===== src/rtl/seq_bcd_converter.sv =====
// Iterative double-dabble binary-to-BCD converter: one shift per clock with a start/busy/done handshake.
// Define SIGN_MAG_EN to treat `binary` as two's complement and report the sign on `negative`.
module seq_bcd_converter #(
   parameter int WIDTH  = 16,
   parameter int DIGITS = 5
) (
   input  logic                  clk,
   input  logic                  rst,
   input  logic                  start,
   input  logic [WIDTH-1:0]      binary,
   output logic                  busy,
   output logic                  done,
   output logic [4*DIGITS-1:0]   bcd
`ifdef SIGN_MAG_EN
   ,
   output logic                  negative
`endif
);

   localparam int SW = 4 * DIGITS;
   localparam int TW = SW + WIDTH;
   localparam int CW = $clog2(WIDTH + 1);

   typedef enum logic [1:0] {
      S_IDLE  = 2'd0,
      S_SHIFT = 2'd1,
      S_DONE  = 2'd2
   } state_t;

   function automatic logic [SW-1:0] add3_digits(input logic [SW-1:0] s);
      logic [SW-1:0] r;
      r = s;
      for (int i = 0; i < DIGITS; i++) begin
         if (s[4*i +: 4] >= 4'd5) begin
            r[4*i +: 4] = s[4*i +: 4] + 4'd3;
         end
      end
      return r;
   endfunction

   state_t           state_q, state_d;
   logic [WIDTH-1:0] shift_q, shift_d;
   logic [SW-1:0]    scratch_q, scratch_d;
   logic [CW-1:0]    cnt_q, cnt_d;
   logic [SW-1:0]    bcd_q, bcd_d;
   logic             busy_q, busy_d;
   logic             done_q, done_d;
   logic [WIDTH-1:0] mag_s;
   logic [TW-1:0]    work_s;
`ifdef SIGN_MAG_EN
   logic             sign_q, sign_d;
   logic             negative_q, negative_d;
`endif

   // Adjust every scratch digit, then shift the combined register left once
   always_comb begin
      work_s = {add3_digits(scratch_q), shift_q} << 1;
`ifdef SIGN_MAG_EN
      mag_s  = binary[WIDTH-1] ? (~binary + WIDTH'(1)) : binary;
`else
      mag_s  = binary;
`endif
   end

   // Next-state and datapath control
   always_comb begin
      state_d   = state_q;
      shift_d   = shift_q;
      scratch_d = scratch_q;
      cnt_d     = cnt_q;
      bcd_d     = bcd_q;
      busy_d    = busy_q;
      done_d    = 1'b0;
`ifdef SIGN_MAG_EN
      sign_d     = sign_q;
      negative_d = negative_q;
`endif
      case (state_q)
         S_IDLE: begin
            if (start) begin
               shift_d   = mag_s;
               scratch_d = '0;
               cnt_d     = CW'(WIDTH);
               busy_d    = 1'b1;
               state_d   = S_SHIFT;
`ifdef SIGN_MAG_EN
               sign_d    = binary[WIDTH-1];
`endif
            end
         end
         S_SHIFT: begin
            scratch_d = work_s[TW-1:WIDTH];
            shift_d   = work_s[WIDTH-1:0];
            cnt_d     = cnt_q - CW'(1);
            // The last shift lands straight in the output register
            if (cnt_q == CW'(1)) begin
               bcd_d   = work_s[TW-1:WIDTH];
               busy_d  = 1'b0;
               done_d  = 1'b1;
               state_d = S_DONE;
`ifdef SIGN_MAG_EN
               negative_d = sign_q;
`endif
            end
         end
         S_DONE: begin
            state_d = S_IDLE;
         end
         default: begin
            state_d = S_IDLE;
            busy_d  = 1'b0;
         end
      endcase
   end

   // State and datapath registers
   always_ff @(posedge clk or posedge rst) begin
      if (rst) begin
         state_q   <= S_IDLE;
         shift_q   <= '0;
         scratch_q <= '0;
         cnt_q     <= '0;
         bcd_q     <= '0;
         busy_q    <= 1'b0;
         done_q    <= 1'b0;
`ifdef SIGN_MAG_EN
         sign_q     <= 1'b0;
         negative_q <= 1'b0;
`endif
      end else begin
         state_q   <= state_d;
         shift_q   <= shift_d;
         scratch_q <= scratch_d;
         cnt_q     <= cnt_d;
         bcd_q     <= bcd_d;
         busy_q    <= busy_d;
         done_q    <= done_d;
`ifdef SIGN_MAG_EN
         sign_q     <= sign_d;
         negative_q <= negative_d;
`endif
      end
   end

   assign busy = busy_q;
   assign done = done_q;
   assign bcd  = bcd_q;
`ifdef SIGN_MAG_EN
   assign negative = negative_q;
`endif

endmodule


===== config.mk =====
export PLATFORM = sky130hd
export DESIGN_NAME = seq_bcd_converter
export DESIGN_NICKNAME = d
export VERILOG_FILES = /design/src/rtl/seq_bcd_converter.sv
export SDC_FILE = /design/constraint.sdc
export NUM_CORES = 1
export LEC_CHECK = 0
export ABC_AREA = 0
export CORE_UTILIZATION = 49
export DETAILED_ROUTE_END_ITERATION = 6
export HOLD_SLACK_MARGIN = 0.15
export PLACE_DENSITY = 0.77
export SLEW_MARGIN = 20
export SYNTH_ARGS = -nofsm -noshare
export SYNTH_HDL_FRONTEND = slang
export SYNTH_SLANG_ARGS = --single-unit

===== constraint.sdc =====
create_clock -name clk -period 1.85 [get_ports clk]
set_input_delay 0.37 -clock clk [delete_from_list [all_inputs] [get_ports clk]]
set_output_delay 0.37 -clock clk [all_outputs]
set_load 0.02 [all_outputs]

==> results.md, run 1 <==
* Netlist cell types at 32
* Max-Cap Viols at 0
* Clock root cell: clkbuf_8
* Vias in the first global route at 2,297
* Hold Buf Count CTS at 0
* Post-Synthesis Cells at between 300 and 400
* Crit. End Element: output pin
* Final Worst Setup Slack at 0.142 ns
* Worst setup SP type: register
* CTS max path bufs at 2
* Async SR Flop Fraction at 100%
* Fin nets at 387
* Routed Antenna Nets at 0
* Yosys top cell area share at a little over half
* Worst setup path category: reg2out
* Slew Limit Fails at 0
* Layout cells sized above 1 at 11.4%
* Initial Utilization at 51.1%
* Worst hold-check path type: in2async
* Setup-failing EPs final at 0
* CTS Sinks at between 60 and 70
* Die ar. at 6530 um^2
* Post-synth top area cell: dfrtp_1
* Worst-path clk slew at ~0.07 ns
* Post-Syn Area per Cell at 9.82 um^2
* Critical path's top delay family: buffers and inverters
* Max VDD drop at 0.000789 V
* Routed vias at between 2,000 and 2,500
* Cell Chain, Critical Path: clkdlybuf4s50_1
* First-pass GRT wire length at about 11,000 um
* Die Y at 80.8 um
* Pre-antenna DRT Iters at 4
* Period utilization at 92.3%
* Status: finished clean
* Total global-route track usage at 21.9%
* Post-synthesis net count at 341
* Worst-Skew Late Latency at 0.34 ns
* Top post-synthesis cells by area: dfrtp_1 53%, o21ai_0 8.9%, nand2_1 6.7%, ha_1 4.9%, a22oi_1 2.7%
* Crit path max fanout at 3
* DP Area at 3560 um^2
* Number of flops mapped to enable cells by yosys at 0
* CTS tree: done
* Multi-input gate area at 1280 um^2
* Crit path DAT at 1.34 ns
* Syn-to-layout area delta at 22.7%
* Total core area at 5960 um^2
* Dpl cells at 420
* Top cells by count, synth: 65 x dfrtp_1, 54 x nand2_1, 54 x o21ai_0
* Met3 WL at 181 um
* Die X-Extent at between 80 and 90 um
* Post-layout minimum cycle time at 1.71 ns
* Max-slew headroom at 73.4%
* Final instance area at roughly 3700 um^2
* DRT Wirelength at 6250 um
* Synth warnings at 0
* ANT cells at 0
* Reported leakage power at around 1.6 nW
* Initial antenna violation count at 0
* Placer Congestion at 0.765
* DRT met1 WL at 2880 um
* Pin count of the biggest net entering global routing at 29
* DR top layer: met4
* Clk_skew at between 0.009 and 0.01 ns
* Non-Filler Instances at 436
* WL per Instance at ~14 um
* Routed wl met2 at ~3100 um
* Port bufs at 40
* H-tree depth at 3
* Most common cell in the netlist: dfrtp_1
* Hold Vio Cnt, Final at 0
* DR DRC count at 0
* Mapped cell area at around 3000 um^2
* Vias/cell at 5.40
* Post-DP HPWL at 4370 um
* Global route overflow at 0
* Sequential Area at 1630 um^2
* IO Count at 41
* Max incr delay on CP at about 0.62 ns
* Count of state elements after synthesis at 65
* Pwr Density at 1700 nW/um^2
* Rows at 28
* CP bufs+invs at 1
* Sequential share of the synthesized area at 53.4%
* Crit-path slowest cell: clkdlybuf4s50_1
* Final total power at 6.34 mW
* Unrepaired setup endpoints after global routing: false
* Setup slack after placement at -0.0183 ns
* Num CTS Buffers at 9
* Primary FF master, synth: dfrtp_1
* Fillers at ~520
* Aggregate negative setup slack at 0 ns
* Measured slew at the worst slew-check pin at between 0.3 and 0.4 ns
* Critical path required time at around 1.5 ns
* Drt initial violations at 194
* Peak Freq at 0.585 GHz
area by class of cell:
cell class	count	area share, %
Tap cell	75	2.51
Multi-Input combinational cell	213	34.3
Timing Repair Buffer	51	13.6
Inverter	16	1.71
Clock buffer	11	3.52
Clock inverter	5	0.871
Sequential cell	65	43.5
logic make-up (layout without fill, tap and decap cells):
group,count (synthesis),count (layout),synth area share (%)
xor gates and xnor gates,6,6,1.73
AOI/OAI and AO/OA,96,96,17.4
and+or+nand+nor,93,93,15.4
buffers and inverters,32,83,4.89
muxes,6,6,2.22
adders and majority gates,12,12,4.93
DFF,65,65,53.4
power breakdown:
group	total (mW)	switching, mW	internal, mW
Clock	1.02	0.536	0.481
Combinational	2.80	1.50	1.29
Sequential	2.53	0.496	2.03
Total	6.34	2.54	3.81
path summary, 6_finish.rpt:
check	slack [ns]	startpoint	to	depth (start not counted)
setup reg to reg	0.17	scratch_q[4]	scratch_q[6]	6
setup / recovery	0.14	busy	busy	1
hold reg to reg	0.48	bcd[9]	bcd[9]	2
hold / removal	0.37	rst	bcd[7]	2
max in group asynchronous	1.02	rst	scratch_q[12]	3
min in group clk	0.48	bcd[9]	bcd[9]	2
flip-flops by register name, summed over array words and instances, names as in the netlist:
register / flops
state_q: 2
busy: 1
bcd: 20
cnt_q: 5
scratch_q: 20
done: 1
shift_q: 16
metal layers:
metal	GRT usage, %	vias up
li1	-	1166
met1	28.7	1146
met2	35.5	35
met3	5.51	6
met4	6.96	0
met5	0	-
placed cells by master (no fill, tap or decap):
| master | count |
|---|---|
| a22o_1 | 3 |
| nor3b_1 | 4 |
| clkbuf_8 | 9 |
| nor4b_2 | 1 |
| a21oi_2 | 2 |
| mux2_2 | 6 |
| nand2b_1 | 7 |
| o22ai_1 | 2 |
| a22oi_1 | 11 |
| or4_1 | 1 |
| clkinvlp_4 | 4 |
| o21ai_1 | 6 |
| nor3_1 | 5 |
| buf_12 | 2 |
| nor4b_1 | 1 |
| xnor2_1 | 6 |
| and3b_1 | 4 |
| inv_1 | 14 |
| a21oi_1 | 12 |
| o21bai_2 | 1 |
| clkbuf_1 | 2 |
| nand3b_1 | 2 |
| nor2_1 | 7 |
| dfrtp_1 | 65 |
| inv_2 | 1 |
| clkdlybuf4s50_1 | 40 |
| or4b_1 | 1 |
| or3b_2 | 4 |
| nand2_1 | 54 |
| nor2b_1 | 1 |
| clkinv_2 | 2 |
| ha_1 | 12 |
| a31oi_1 | 5 |
| o21ai_0 | 54 |
| and2b_1 | 1 |
| buf_4 | 9 |
repair_timing:
| action | CTS | global route |
|---|---|---|
| resized for setup | 0 | 2 |
| endpoints found under the setup margin | 0 | 2 |
| setup buffers | 0 | 0 |
per-stage QoR:
| stage | hold WS (ns) | util (%) |
|---|---|---|
| floorplan | 0.450 | - |
| global placement | 0.463 | 59.9 |
| detailed placement | 0.471 | 59.9 |
| CTS | 0.376 | 62.6 |
| global route | 0.395 | 62.7 |
| finish | 0.373 | 62.7 |
Power figures use the tool's default switching activity.
==> run 2: changes to the inputs <==
--- a/config.mk
+++ b/config.mk
@@ -6,8 +6,10 @@
 export NUM_CORES = 1
 export LEC_CHECK = 0
 export ABC_AREA = 0
-export CORE_UTILIZATION = 49
+export CAP_MARGIN = 25
+export CORE_UTILIZATION = 59
 export DETAILED_ROUTE_END_ITERATION = 6
+export DONT_BUFFER_PORTS = 1
 export HOLD_SLACK_MARGIN = 0.15
 export PLACE_DENSITY = 0.77
 export SLEW_MARGIN = 20
==> constraint.sdc (replaced) <==
create_clock -name clk -period 1.7 [get_ports clk]
set_input_delay 0.34 -clock clk [delete_from_list [all_inputs] [get_ports clk]]
set_output_delay 0.34 -clock clk [all_outputs]
set_load 0.02 [all_outputs]
==> run 2 against run 1 <==
Compared with the run above: combinational power decreased by 16%; clock-buffer cell count increased by 3; first-iteration DRC count decreased by 15%; core utilization increased by 7.8 points; critical path type is now reg2reg; worst hold slack got worse by 0.17 ns; register-to-register slack got worse by 0.09 ns; clock power increased by 44%; cell count decreased by 11%; sequential power increased by 21%; clock skew decreased by 0.00085 ns; via count decreased by 5.3%; largest power group is now sequential cells.
==> results.md, run 2 (same netlist as run 1, synthesis figures left out) <==
* Status: finished clean (unchanged)
* Proportion of power drawn by the clock network at 21.3% (was 16.0%)
* Pre-antenna DRT Iters at 4 (unchanged)
* Sw Share at 39.4% (was 40.0%)
* Hold path depth at 2
* Aggregate negative setup slack at 0 ns (unchanged)
* Global route overflow at 0 (unchanged)
* Worst setup SP type: register (unchanged)
* Post-DP HPWL at 3780 um (was 4370 um)
* Rows at 25 (was 28)
* Switch Pwr at 2.71 mW (was 2.54 mW)
* Syn-to-layout area delta at 12.3% (was 22.7%)
* Total global-route track usage at 24.7% (was 21.9%)
* DR DRC count at 0 (unchanged)
* Die X-Extent at 73.8 um (was 80.8 um)
* Beginning of the critical path: scratch_q[8] (was busy)
* Die Y at 73.8 um (was 80.8 um)
* Postcts setup bufs at 0 (unchanged)
* Clk_skew at 0.00846 ns (was 0.00931 ns)
* Setup-failing EPs final at 0 (unchanged)
* Crit path DAT at 1.88 ns (was 1.34 ns)
* Worst-Skew Late Latency at 0.34 ns (about the same)
* Finished Core Util at 70.5% (was 62.7%)
* Fin nets at 349 (was 387)
* Pwr Density at 2010 nW/um^2 (was 1700 nW/um^2)
* Hold Startpoint: start
* Int Pwr at 4.17 mW (was 3.81 mW)
* CTS max path bufs at 2 (unchanged)
* Pin count of the biggest net entering global routing at 66 (was 29)
* Hold Vio Cnt, Final at 0 (unchanged)
* Sequential Area at 1630 um^2 (unchanged)
* Layout cells sized above 1 at 14.2% (was 11.4%)
* Unrepaired setup endpoints after global routing: false (unchanged)
* Crit path max fanout at 4 (was 3)
* IO Count at 41 (unchanged)
* Flop pwr share at 44.4% (was 39.9%)
* Critical path required time at 1.96 ns (was 1.48 ns)
* Reported leakage power at 1.51 nW (was 1.62 nW)
* Vias in the first global route at 2,138 (was 2,297)
* Multi-input gate area at 1310 um^2 (was 1280 um^2)
* ANT cells at 0 (unchanged)
* R2R Path End: bcd[10] (was scratch_q[6])
* WL per Instance at 15.4 um (was 14.3 um)
* Max-slew headroom at 78.2% (was 73.4%)
* Max-Cap Viols at 0 (unchanged)
* Routed vias at 2,228 (was 2,353)
* Crit. End Element: register (was output pin)
* Commonest non-fill, non-tap cell in the layout: dfrtp_1 (unchanged)
* Placer Congestion at 0.829 (was 0.765)
* Routed Antenna Nets at 0 (unchanged)
* Measured slew at the worst slew-check pin at 0.322 ns (was 0.394 ns)
* H-tree depth at 3 (unchanged)
* Num CTS Buffers at 9 (unchanged)
* Drt initial violations at 164 (was 194)
* Most frequent cells in the layout: 65 x dfrtp_1, 54 x nand2_1, 53 x o21ai_0 (was 65 x dfrtp_1, 54 x nand2_1, 54 x o21ai_0)
* Die ar. at 5450 um^2 (was 6530 um^2)
* DRT Wirelength at 6000 um (was 6250 um)
* R2r setup slk at 0.08 ns (was 0.17 ns)
* Initial antenna violation count at 0 (unchanged)
* Fillers at 378 (was 518)
* Vias/cell at 5.71 (was 5.40)
* Total core area at 4850 um^2 (was 5960 um^2)
* Initial Utilization at 62.8% (was 51.1%)
* Logic pwr share at 34.3% (was 44.1%)
* Slew Limit Fails at 0 (unchanged)
* Peak Freq at between 0.6 and 0.7 GHz
* Reg2reg start: scratch_q[8] (was scratch_q[4])
* Port bufs at 0 (was 40)
* Worst-case reg-to-reg path depth at 6 (unchanged)
* Worst-path clk slew at 0.07 ns (about the same)
* Max VDD drop at 0.000970 V (was 0.000789 V)
* Post-layout minimum cycle time at 1.62 ns
* WHS Endpoint: cnt_q[4]
* Clock root cell: clkbuf_8 (unchanged)
* CTS Sinks at 65 (unchanged)
* Worst hold-check path type: in2reg (was in2async)
* Period utilization at roughly 95%
* CTS tree: done (unchanged)
* Worst setup path category: reg2reg (was reg2out)
* First-pass GRT wire length at 9770 um (was 10,600 um)
[run 2: what timing repair did]
action | in CTS | in global routing
hold endpoints to repair | 66 | 0
pin swaps | 0 | 1
gates resized for setup | 1 | 9
hold buffers | 2 | 0
setup endpoints to repair | 1 | 19
[run 2: power by group through the flow]
stage	Clock, mW	Combinational (mW)	Sequential, mW
after global placement	0	2.15	3.02
after detailed placement	0	2.26	3.04
after global routing	1.57	2.67	3.16
after floorplan	0	1.82	2.89
after CTS	1.49	2.29	3.03
final	1.47	2.36	3.06
[run 2: layer usage]
metal	wire length (um)	GRT usage, %	share of wire [%]	up-vias
met4	98	13.7	1.6	0
met3	296	7.82	4.9	10
li1	-	-	-	1082
met5	0	0	0	-
met1	2750	31.1	46	1083
met2	2860	37.9	48	53
[run 2: critical path, cell delays in order (launching register included)]
cell,delay (ns)
dfrtp_1,0.41
inv_1,0.11
ha_1,0.21
nand2b_1,0.10
a21oi_2,0.20
mux2_2,0.36
o21ai_0,0.15
[run 2: how the worst max path moves through the flow]
stage | endpoint | cells past startpoint
after floorplan | scratch_q[6] | 6
after global placement | scratch_q[2] | 6
after detailed placement | scratch_q[10] | 6
after CTS | bcd[14] | 6
after global routing | bcd[14] | 6
final | bcd[10] | 6
[run 2: layout make-up]
class                   instances  share of cell area, %
clock inverters                 2                   1.76
multi-input cells             213                   38.2
inverters                      16                   1.87
flip-flops and latches         65                   47.6
repair buffers                 13                   3.37
well taps                      67                   2.45
clock buffers                  14                   4.76
[run 2: metrics by stage]
step                      instances  worst slack (ns)  hold WS (ns)  cell area, um^2  power [mW]
after floorplan                 310             0.201         0.450             3050        4.71
after global placement          372             0.109         0.331             3140        5.17
after detailed placement        372            0.0404         0.334             3140        5.31
after CTS                       390            0.0239         0.193             3390        6.81
after global routing            390           0.00486         0.208             3420        7.40
final                           390            0.0802         0.204             3420        6.88
